==> src/rtl/ifetch_unit.sv <==
// ============================================================================
//  Module   : ifetch_unit
//  Brief    : Single-outstanding instruction fetch FSM (IDLE/REQ/UPDATE) that
//             drives the instruction memory, latches IR and updates the PC.
//  Revision : 1.0  initial release
// ============================================================================
`default_nettype none

module ifetch_unit #(
    parameter int          TIMEOUT = 255,
    parameter logic [31:0] PC_STEP = 32'd4
) (
    input  logic        clk,
    input  logic        rst,
    input  logic [31:0] pc,
    input  logic        fetch_start,
    input  logic        redirect_valid,
    input  logic [31:0] redirect_pc,
    output logic        imem_req,
    output logic [31:0] imem_addr,
    input  logic        imem_ready,
    input  logic [31:0] imem_rdata,
    output logic [31:0] ir,
    output logic        ir_valid,
    output logic [31:0] npc,
    output logic        pc_wr,
    output logic        fetch_busy,
    output logic        misalign_err,
    output logic        timeout_err
);

    localparam logic [9:0] c_TIMEOUT = 10'(TIMEOUT);

    typedef enum logic [1:0] {
        S_IDLE   = 2'd0,
        S_REQ    = 2'd1,
        S_UPDATE = 2'd2
    } state_t;

    state_t      r_state, w_state;
    logic [9:0]  r_cnt, w_cnt;
    logic        r_rec, w_rec;
    logic [31:0] r_rec_pc, w_rec_pc;
    logic        r_imem_req, w_imem_req;
    logic [31:0] r_imem_addr, w_imem_addr;
    logic [31:0] r_ir, w_ir;
    logic        r_ir_valid, w_ir_valid;
    logic [31:0] r_npc, w_npc;
    logic        r_pc_wr, w_pc_wr;
    logic        r_mis, w_mis;
    logic        r_to, w_to;

    // Redirect seen on this very edge counts as recorded (latest wins).
    logic        w_redir_any;
    logic [31:0] w_redir_tgt;
    logic [9:0]  w_cnt_inc;

    assign w_redir_any = redirect_valid | r_rec;
    assign w_redir_tgt = redirect_valid ? redirect_pc : r_rec_pc;
    assign w_cnt_inc   = r_cnt + 10'd1;

    always_ff @(posedge clk or posedge rst) begin
        if (rst) begin
            r_state     <= S_IDLE;
            r_cnt       <= '0;
            r_rec       <= 1'b0;
            r_rec_pc    <= '0;
            r_imem_req  <= 1'b0;
            r_imem_addr <= '0;
            r_ir        <= '0;
            r_ir_valid  <= 1'b0;
            r_npc       <= '0;
            r_pc_wr     <= 1'b0;
            r_mis       <= 1'b0;
            r_to        <= 1'b0;
        end else begin
            r_state     <= w_state;
            r_cnt       <= w_cnt;
            r_rec       <= w_rec;
            r_rec_pc    <= w_rec_pc;
            r_imem_req  <= w_imem_req;
            r_imem_addr <= w_imem_addr;
            r_ir        <= w_ir;
            r_ir_valid  <= w_ir_valid;
            r_npc       <= w_npc;
            r_pc_wr     <= w_pc_wr;
            r_mis       <= w_mis;
            r_to        <= w_to;
        end
    end

    always_comb begin
        w_state     = r_state;
        w_cnt       = r_cnt;
        w_rec       = r_rec;
        w_rec_pc    = r_rec_pc;
        w_imem_req  = 1'b0;
        w_imem_addr = r_imem_addr;
        w_ir        = r_ir;
        w_ir_valid  = r_ir_valid;
        w_npc       = r_npc;
        w_pc_wr     = 1'b0;
        w_mis       = 1'b0;
        w_to        = 1'b0;

        unique case (r_state)
            S_IDLE: begin
                if (redirect_valid) begin
                    w_state    = S_UPDATE;
                    w_npc      = redirect_pc;
                    w_pc_wr    = 1'b1;
                    w_ir_valid = 1'b0;
                end else if (fetch_start) begin
                    if (pc[1:0] == 2'b00) begin
                        w_state     = S_REQ;
                        w_imem_addr = pc;
                        w_imem_req  = 1'b1;
                        w_ir_valid  = 1'b0;
                        w_rec       = 1'b0;
                        w_cnt       = '0;
                    end else begin
                        w_mis = 1'b1;
                    end
                end
            end
            S_REQ: begin
                w_imem_req = 1'b1;
                if (redirect_valid) begin
                    w_rec    = 1'b1;
                    w_rec_pc = redirect_pc;
                end
                // Ready is checked first so it beats a coincident timeout.
                if (imem_ready) begin
                    w_state    = S_UPDATE;
                    w_imem_req = 1'b0;
                    w_pc_wr    = 1'b1;
                    if (w_redir_any) begin
                        w_npc = w_redir_tgt;
                    end else begin
                        w_npc      = pc + PC_STEP;
                        w_ir       = imem_rdata;
                        w_ir_valid = 1'b1;
                    end
                end else if (w_cnt_inc == c_TIMEOUT) begin
                    w_state    = S_IDLE;
                    w_imem_req = 1'b0;
                    w_to       = 1'b1;
                    w_rec      = 1'b0;
                end else begin
                    w_cnt = w_cnt_inc;
                end
            end
            S_UPDATE: begin
                w_state = S_IDLE;
                w_rec   = 1'b0;
            end
            default: begin
                w_state = S_IDLE;
            end
        endcase
    end

    assign imem_req     = r_imem_req;
    assign imem_addr    = r_imem_addr;
    assign ir           = r_ir;
    assign ir_valid     = r_ir_valid;
    assign npc          = r_npc;
    assign pc_wr        = r_pc_wr;
    assign misalign_err = r_mis;
    assign timeout_err  = r_to;
    assign fetch_busy   = (r_state != S_IDLE);

endmodule

`default_nettype wire

==> config.mk <==
export PLATFORM = sky130hd
export DESIGN_NAME = ifetch_unit
export DESIGN_NICKNAME = d
export VERILOG_FILES = /design/src/rtl/ifetch_unit.sv
export SDC_FILE = /design/constraint.sdc
export NUM_CORES = 1
export LEC_CHECK = 0
export ABC_AREA = 1
export BUFFER_PORTS_ARGS = -buffer_cell sky130_fd_sc_hd__buf_2
export CAP_MARGIN = 30
export CORE_AREA = 5 5 116 199
export CTS_BUF_LIST = sky130_fd_sc_hd__clkbuf_8 sky130_fd_sc_hd__clkbuf_16
export CTS_CLUSTER_SIZE = 20
export DETAILED_ROUTE_END_ITERATION = 6
export DIE_AREA = 0 0 121 204
export GPL_ROUTABILITY_DRIVEN = 0
export GPL_TIMING_DRIVEN = 0
export PLACE_DENSITY = 0.64
export RECOVER_POWER = 100
export SKIP_CTS_REPAIR_TIMING = 1
export SYNTH_ARGS = -nofsm -noshare
export SYNTH_HDL_FRONTEND = slang
export SYNTH_SLANG_ARGS = --single-unit
==> constraint.sdc <==
create_clock -name clk -period 10.04 [get_ports clk]
set_clock_uncertainty 0.05 [all_clocks]
set_input_delay 2.008 -clock clk [delete_from_list [all_inputs] [get_ports clk]]
set_output_delay 2.008 -clock clk [all_outputs]
set_load 0.01 [all_outputs]
==> run_results.csv, run 1 <==
group,metric,value,unit
sta,fmax,235,MHz
sta,post-route-period-util,42.4,%
logic_synthesis,synth-edff-count,0,
sta,slew_headroom,-123,%
route,routed_wl,25700,um
sta,tns,0,ns
logic_synthesis,synth_area,7490,um^2
pwr,power_leakage,4.49,nW
hold_path,worstHoldStart,"imem_addr[15]$_DFFE_PP0P_",
finish,seq_area,3650,um^2
placed_design,dp.cells,1448,
flow_run,maxCapViolations,1,
critical_path,worstPathRequired,10.36,ns
critical_path,reg2reg_from,"r_state[0]$_DFFE_PP0P_",
route,avgRoutedWirePerCell,17.3,um
logic_synthesis,synth_cell_types,40,
clock_tree,cts_buffers,17,
finish,drive_gt1_share,16.0,%
logic_synthesis,ys_ff_latch,146,
finish,nets,1279,
grt,grt_antenna_before_repair,5,
placed_design,io_buffers,200,
finish,multi_input_area,3290,um^2
logic_synthesis,async_flop_share,100,%
clock_tree,cts_tree,"done",
die,die_h,204,um
sta,final-setup-viol-count,0,
critical_path,critPathLaunchType,"input pin",
finish,fillers,2253,
grt,overflow,0,
route,num_vias,7330,
status,violations,"capacitance limit, slew limit",
route,final_antenna_net_count,0,
route,drc,0,
sta,slew_violations,70,
placed_design,pre_cts_ws,5.95,ns
hold_path,hp-class,"reg -> reg",
pwr,powerDensity,196,nW/um^2
sta,hold_viol_final,0,
die,chipWidth,121,um
clock_tree,clk_latency,0.44,ns
clock_tree,cts.path.max_buffers,2,
critical_path,crit_type,"in -> reg",
critical_path,crit_path_end_kind,"register",
logic_synthesis,avgSynthCellArea,7.85,um^2
pwr,peakVddDrop,0.000117,V
logic_synthesis,syn_nets,1059,
sta,final.min_clock_period,4.26,ns
logic_synthesis,yosysSeqAreaShare,48.8,%
logic_synthesis,yosys_warnings,0,
finish,layout.cells.non_filler,1485,
critical_path,cp.arrival,4.58,ns
critical_path,cp-startpoint,"redirect_valid",
clock_tree,clock_sinks,146,
grt,grt_max_degree,78,
logic_synthesis,ys.flop_type,"dfrtp_1",
die,die_area,24700,um^2
die,initial_core_util,35.0,%
status,status,"complete, but fails checks",
clock_tree,htreeDepth,4,
die,coreArea,21400,um^2
die,rows,71,
clock_tree,cts_root_buffer,"clkbuf_16",
finish,final_area,9320,um^2
grt,track_usage,20.7,%
grt,first_global_vias,7331,
sta,setup_ws,5.78,ns
critical_path,path_max_fanout,10,
die,ios,203,
logic_synthesis,netlist_instances,955,
sta,rsz0062_at_grt,"false",
sta,tightestPinTransition,3.33,ns
route,drt-vias-per-instance,4.94,
clock_tree,path_clk_slew,0.07,ns
finish,areaGrowthSynthToFinish,24.4,%
placed_design,place_hpwl,20200,um
grt,grt_pass1_wl,39200,um
route,drt_iter0_markers,494,
route,firstDrtPassIters,5,
placed_design,place_area,8890,um^2
## critical path, cell delays in order
cell,delay (ns)
clkbuf_1,0.20
nor2_1,0.20
clkinv_1,0.10
nor2_1,0.66
clkinv_1,0.24
clkbuf_1,0.29
o21ai_0,0.57
nand3_1,0.16
nand2_1,0.12
## layout make-up
type                    count  share of cell area [%]
diodes                      5                   0.134
inverters                  90                    3.64
multi-input cells         676                    35.3
repair buffers            201                    9.67
well taps                 292                    3.92
flip-flops and latches    146                    39.2
clock inverters            13                    1.36
clock buffers              19                    4.86
plain buffers              43                    1.95
## placed cells by master (no fill, tap or decap), drive strengths merged, types with 2 or more instances in the layout
cell type	synthesis	layout
o21ai	88	88
diode	0	5
nand4	8	8
o31ai	2	2
clkinv	0	7
or2	3	3
a211oi	9	9
clkbuf	18	151
dfrtp	146	146
xor2	3	3
a21oi	32	32
inv	90	90
buf	25	112
o21a	3	3
mux2i	5	5
mux2	32	32
ha	3	3
clkinvlp	0	5
o211ai	6	6
nor3	3	3
nor2	113	113
nand2	280	280
a22oi	2	2
nand3	68	68
a31oi	7	7
## cells in the mapped netlist (2+ instances only)
library cell | n | share of area (%)
a31oi_1 | 7 | 0.58
a211oi_1 | 9 | 0.90
inv_1 | 84 | 4.2
o211ai_1 | 6 | 0.60
dfrtp_1 | 146 | 49
xor2_1 | 3 | 0.35
ha_1 | 3 | 0.50
nand2_1 | 277 | 14
inv_2 | 6 | 0.30
buf_2 | 20 | 1.3
nand3_2 | 2 | 0.27
a21oi_1 | 32 | 2.1
a22oi_1 | 2 | 0.20
clkbuf_1 | 18 | 0.90
buf_6 | 2 | 0.30
or2_2 | 3 | 0.25
o31ai_1 | 2 | 0.20
o21ai_1 | 4 | 0.27
nor2_4 | 2 | 0.30
nand2_2 | 3 | 0.25
mux2i_1 | 5 | 0.67
nor2_2 | 4 | 0.33
nand3_1 | 66 | 4.4
buf_1 | 3 | 0.15
nor2_1 | 107 | 5.4
nand4_1 | 8 | 0.67
o21a_1 | 3 | 0.30
o21ai_0 | 83 | 5.5
nor3_1 | 3 | 0.20
mux2_2 | 32 | 4.8
## through the flow
stage          hold WS (ns)  util (%)  total power [mW]
2_1_floorplan         0.401         -              1.03
4_1_cts               0.429      44.2              1.86
3_5_place_dp          0.411      41.5              1.23
5_1_grt               0.442      43.5              1.92
6_report              0.426      43.5              1.82
3_3_place_gp          0.402      41.4              1.22
## cell families after synthesis
| group | Yosys count | synth area share (%) |
|---|---|---|
| buffers and inverters | 133 | 7.20 |
| adder cells (fa/ha/maj) | 3 | 0.501 |
| AO/OA/AOI/OAI | 155 | 11.5 |
| XOR/XNOR | 3 | 0.351 |
| flip-flops | 146 | 48.8 |
| AND/OR/NAND/NOR | 478 | 26.2 |
| multiplexers | 37 | 5.48 |
## sequential cells by signal, indices dropped and copies added (netlist names)
name and count:
r_cnt 10, misalign_err 1, pc_wr 1, imem_req 1, imem_addr 32, timeout_err 1
ir 32, ir_valid 1, r_state 2, r_rec 1, r_rec_pc 32, npc 32
## metal layers
metal  global-route usage, %  wire length [um]
met1                    21.6              9520
met2                    37.3             13100
met3                    4.13              1500
met4                    13.6              1580
met5                       0                 0
## power breakdown
part	total (mW)	leakage (nW)	switching (mW)	internal [mW]
Combinational	0.399	2.40	0.254	0.145
Clock	0.628	0.273	0.270	0.357
Sequential	0.797	1.81	0.0646	0.732
Total	1.82	4.49	0.589	1.23
## path summary, 6_finish.rpt
path | endpoint | slack [ns] | cells past startpoint
setup / recovery | r_cnt[9]$_DFFE_PP0P_ | 5.78 | 9
hold / removal | imem_addr[15]$_DFFE_PP0P_ | 0.43 | 2
min in group asynchronous | imem_addr[25]$_DFFE_PP0P_ | 2.48 | 2
setup reg to reg | r_cnt[9]$_DFFE_PP0P_ | 6.94 | 10
hold reg to reg | imem_addr[15]$_DFFE_PP0P_ | 0.43 | 2
max in group asynchronous | r_rec$_DFFE_PP0P_ | 5.95 | 2
(Power assumes the default switching activity.)
==> run 2: changes to the inputs <==
==> constraint.sdc (replaced) <==
create_clock -name clk -period 4.5 [get_ports clk]
set_clock_uncertainty 0.05 [all_clocks]
set_input_delay 0.9 -clock clk [delete_from_list [all_inputs] [get_ports clk]]
set_output_delay 0.9 -clock clk [all_outputs]
set_load 0.01 [all_outputs]
==> run 2 against run 1 <==
Largest power group unchanged; sequential share of layout area is 0.18 points lower; highest routed layer is now met5; count of clock-buffer cells in the layout shrank 2; combinational power increased by 120%; the flow now finishes without violations; via count rose by 0.30%; critical endpoint is now r_cnt[7]$_DFFE_PP0P_; non-clock buffer count up 2; critical path type unchanged; design area increased by 0.47%; largest cell class unchanged.
==> run_results.csv, run 2 (synthesized netlist as in run 1, its figures left out) <==
group,metric,value,unit
finish,areaGrowthSynthToFinish,25.0,%
route,drc,0,
pwr,powerDensity,441,nW/um^2
critical_path,worstPathRequired,4.82,ns
grt,grt_pass1_wl,39100,um
critical_path,path_max_fanout,10,
hold_path,hp-class,"reg -> reg",
die,rows,71,
die,die_h,204,um
route,drt-vias-per-instance,4.94,
sta,slew_headroom,3.44,%
grt,overflow,0,
pwr,power_leakage,4.51,nW
finish,final_area,9360,um^2
sta,hold_viol_final,0,
placed_design,place_area,8920,um^2
pwr,peakVddDrop,0.000257,V
route,avgRoutedWirePerCell,17.6,um
finish,layout_common_cells,"277 x nand2_1, 146 x dfrtp_1, 139 x clkbuf_1",
route,final_antenna_net_count,0,
clock_tree,path_clk_slew,0.07,ns
route,drt_iter0_markers,583,
route,firstDrtPassIters,5,
critical_path,cp.arrival,3.55,ns
die,chipWidth,121,um
clock_tree,htreeDepth,4,
finish,fin_util,43.7,%
sta,tns,0,ns
sta,rsz0062_at_grt,"false",
status,status,"finished clean",
route,num_vias,7352,
flow_run,maxCapViolations,0,
sta,post-route-period-util,71.8,%
sta,tightestPinTransition,1.44,ns
clock_tree,cts.path.max_buffers,2,
placed_design,place_hpwl,20400,um
critical_path,critPathLaunchType,"input pin",
grt,track_usage,20.9,%
grt,grt_antenna_before_repair,7,
route,routed_wl,26100,um
sta,fmax,309,MHz
pwr,finalPower,4.13,mW
placed_design,pre_cts_ws,1.45,ns
finish,nets,1281,
clock_tree,cts_tree,"done",
grt,grt_max_degree,42,
clock_tree,cts_buffers,17,
die,ios,203,
clock_tree,cts_root_buffer,"clkbuf_16",
finish,drive_gt1_share,15.5,%
clock_tree,clk_latency,0.44,ns
grt,first_global_vias,7151,
critical_path,crit_type,"in -> reg",
sta,slew_violations,0,
die,initial_core_util,35.0,%
sta,final.min_clock_period,3.23,ns
clock_tree,clock_sinks,146,
die,coreArea,21400,um^2
sta,final-setup-viol-count,0,
sta,setup_ws,1.27,ns
die,die_area,24700,um^2
critical_path,crit_path_end_kind,"register",
finish,final_common_cell,"nand2_1",
placed_design,io_buffers,200,
## run 2: cell types whose count changed in the layout (fill, tap and decap cells not counted), sizes merged
cell | before | now
buf | 112 | 107
bufinv | 1 | 2
clkbuf | 151 | 156
clkinv | 7 | 8
clkinvlp | 5 | 2
diode | 5 | 6
inv | 90 | 93
## run 2: worst paths after layout
path	depth (start not counted)	start	end	slack, ns
worst max-delay path	9	redirect_valid	r_cnt[7]$_DFFE_PP0P_	1.27
worst min-delay path	2	imem_addr[3]$_DFFE_PP0P_	imem_addr[3]$_DFFE_PP0P_	0.42
worst max register to register	10	r_state[0]$_DFFE_PP0P_	r_cnt[7]$_DFFE_PP0P_	1.31
worst min register to register	2	imem_addr[3]$_DFFE_PP0P_	imem_addr[3]$_DFFE_PP0P_	0.42
max in group asynchronous	4	rst	npc[30]$_DFFE_PP0P_	2.57
min in group asynchronous	2	rst	ir[19]$_DFFE_PP0P_	0.74
## run 2: cell type report
| cell class | count | area, um^2 |
|---|---|---|
| antenna | 6 | 15.0 |
| inverter | 90 | 339 |
| clock buffer | 17 | 425 |
| tap | 292 | 365 |
| timing repair buffer | 203 | 932 |
| clock inverter | 15 | 171 |
| sequential | 146 | 3650 |
| fill | 2214 | 12000 |
| buffer | 43 | 176 |
| multi-input combinational | 676 | 3290 |
## run 2: critical path, cell delays in order
cell and delay (ns):
clkbuf_1 0.21, nor2_1 0.20, clkinv_1 0.10, nor2_1 0.73, clkinv_1 0.25, clkbuf_1 0.30, o21ai_0 0.56, nand3_1 0.17
nand2_1 0.13
## run 2: routing by layer
metal / track usage [%] / up-vias / share of wire (%)
li1: - / 3551 / -
met1: 21.5 / 3430 / 37
met2: 37.4 / 289 / 52
met3: 4.57 / 80 / 5.8
met4: 13.9 / 2 / 5.6
met5: 0 / - / 0.050
## run 2: metrics by stage
| step | hold WS, ns | instances |
|---|---|---|
| 2_1_floorplan | 0.401 | 955 |
| 3_3_place_gp | 0.402 | 1447 |
| 3_5_place_dp | 0.404 | 1450 |
| 4_1_cts | 0.420 | 1482 |
| 5_1_grt | 0.448 | 1488 |
| 6_report | 0.418 | 1488 |
## run 2: power by group
group / switching, mW / internal, mW / leakage, nW / total, mW
clock: 0.626 / 0.832 / 0.292 / 1.46
sequential: 0.146 / 1.63 / 1.81 / 1.78
combinational: 0.567 / 0.324 / 2.40 / 0.892
==> run 3: changes to the inputs <==
==> constraint.sdc (replaced) <==
create_clock -name clk -period 3.4 [get_ports clk]
set_clock_uncertainty 0.05 [all_clocks]
set_input_delay 0.68 -clock clk [delete_from_list [all_inputs] [get_ports clk]]
set_output_delay 0.68 -clock clk [all_outputs]
set_load 0.01 [all_outputs]
==> run 3 against run 2 <==
Critical path depth up 1; power up 32%; sequential cell count unchanged; wire length up 0.20%; critical endpoint unchanged; highest routed layer unchanged.
==> run_results.csv, run 3 (synthesized netlist as in run 1, its figures left out) <==
group,metric,value,unit
status,status,"finished clean",
die,chipWidth,121,um
critical_path,critPathLaunchType,"register",
clock_tree,cts.path.max_buffers,2,
sta,tightestPinTransition,1.32,ns
grt,grt_max_degree,42,
grt,overflow,0,
pwr,clkPwrFrac,35.3,%
sta,slew_headroom,11.5,%
die,die_h,204,um
sta,post-route-period-util,79.1,%
clock_tree,clk_latency,0.44,ns
sta,slew_violations,0,
route,wl_met3,1580,um
clock_tree,path_clk_slew,0.07,ns
critical_path,worstPathRequired,3.72,ns
pwr,p_seq_share,43.1,%
grt,track_usage,20.9,%
finish,seq_area,3650,um^2
sta,rsz0062_at_grt,"false",
flow_run,maxCapViolations,0,
pwr,switching_power,1.77,mW
route,final_antenna_net_count,0,
die,initial_core_util,35.0,%
finish,drive_gt1_share,16.0,%
route,drt-met1-wl,9550,um
clock_tree,htreeDepth,4,
route,routed_wl,26200,um
clock_tree,clock_sinks,146,
route,routed-wl-met2,13500,um
sta,final-setup-viol-count,0,
route,firstDrtPassIters,6,
sta,hold_viol_final,0,
grt,grt_pass1_wl,39100,um
pwr,swShare,32.5,%
critical_path,crit_path_end_kind,"register",
grt,grt_antenna_before_repair,7,
pwr,peakVddDrop,0.000342,V
route,drt-vias-per-instance,4.96,
critical_path,cp.arrival,3.01,ns
clock_tree,cts_tree,"done",
pwr,powerDensity,585,nW/um^2
pwr,power_frac_comb,21.6,%
placed_design,place_hpwl,20400,um
placed_design,dp.cells,1450,
placed_design,io_buffers,200,
route,drc,0,
critical_path,crit_type,"reg -> reg",
finish,layout_common_cells,"277 x nand2_1, 146 x dfrtp_1, 134 x clkbuf_1",
route,num_vias,7384,
route,dr.max_layer_used,"met5",
finish,layout.cells.non_filler,1488,
grt,first_global_vias,7151,
pwr,power_leakage,4.50,nW
hold_path,hp-class,"reg -> reg",
pwr,finalPower,5.46,mW
finish,fillers,2224,
finish,areaGrowthSynthToFinish,24.6,%
sta,fmax,372,MHz
sta,final.min_clock_period,2.69,ns
pwr,p_int,3.69,mW
route,avgRoutedWirePerCell,17.6,um
die,coreArea,21400,um^2
finish,multi_input_area,3290,um^2
finish,final_common_cell,"nand2_1",
route,drt_iter0_markers,548,
clock_tree,cts_root_buffer,"clkbuf_16",
clock_tree,cts_buffers,17,
die,rows,71,
die,die_area,24700,um^2
finish,nets,1281,
die,ios,203,
critical_path,path_max_fanout,10,
-- run 3: cell count changes in the layout (fill, tap and decap cells not counted), sizes merged --
cell and change:
inv +1, clkbuf -3, clkinv -1, buf +3
-- run 3: cell type report --
| class | instances | share of cell area [%] |
|---|---|---|
| multi-input combinational | 676 | 35.2 |
| inverter | 90 | 3.63 |
| clock inverter | 15 | 1.84 |
| tap | 292 | 3.91 |
| clock buffer | 17 | 4.56 |
| timing repair buffer | 203 | 9.66 |
| antenna | 6 | 0.161 |
| sequential | 146 | 39.1 |
| buffer | 43 | 1.93 |
-- run 3: worst paths after layout --
check / start / to / slack, ns / depth (start not counted)
max: r_state[0]$_DFFE_PP0P_ / r_cnt[7]$_DFFE_PP0P_ / 0.71 / 10
min: imem_addr[3]$_DFFE_PP0P_ / imem_addr[3]$_DFFE_PP0P_ / 0.42 / 2
max reg2reg: r_state[0]$_DFFE_PP0P_ / r_cnt[7]$_DFFE_PP0P_ / 0.71 / 10
min reg2reg: imem_addr[3]$_DFFE_PP0P_ / imem_addr[3]$_DFFE_PP0P_ / 0.42 / 2
max in group asynchronous: rst / npc[30]$_DFFE_PP0P_ / 1.08 / 4
min in group asynchronous: rst / ir[19]$_DFFE_PP0P_ / 0.47 / 2
-- run 3: routing by layer --
layer  vias up  track usage (%)
met4         2             13.9
li1       3544                -
met3        86             4.57
met5         -                0
met1      3435             21.5
met2       317             37.4
-- run 3: power by group through the flow --
stage               registers [mW]  clock network, mW  logic (mW)
finish                        2.35               1.93        1.18
global route                  2.40               2.05        1.31
CTS                           2.34               1.97        1.27
detailed placement            2.37                  0        1.26
global placement              2.36                  0        1.24
floorplan                     2.49                  0       0.570
-- run 3: metrics by stage --
stage / setup slack, ns / hold slack (ns) / instance area [um^2] / utilization (%) / TNS (ns)
global placement: -0.198 / 0.402 / 8860 / 41.4 / -27.16
CTS: 1.03 / 0.321 / 9520 / 44.5 / 0
finish: 0.712 / 0.418 / 9340 / 43.6 / 0
detailed placement: 0.566 / 0.404 / 8920 / 41.7 / 0
floorplan: 0.837 / 0.401 / 7500 / - / 0
global route: 0.469 / 0.411 / 9340 / 43.6 / 0
-- run 3: critical path, stage by stage (launching register included) --
cell and delay (ns):
dfrtp_1 0.41, nor2_1 0.16, clkinv_1 0.12, nor2_1 0.14, clkinv_1 0.10, nor2_1 0.75, inv_2 0.09, clkbuf_1 0.28
o21ai_2 0.29, nand3_1 0.14, nand2_1 0.10
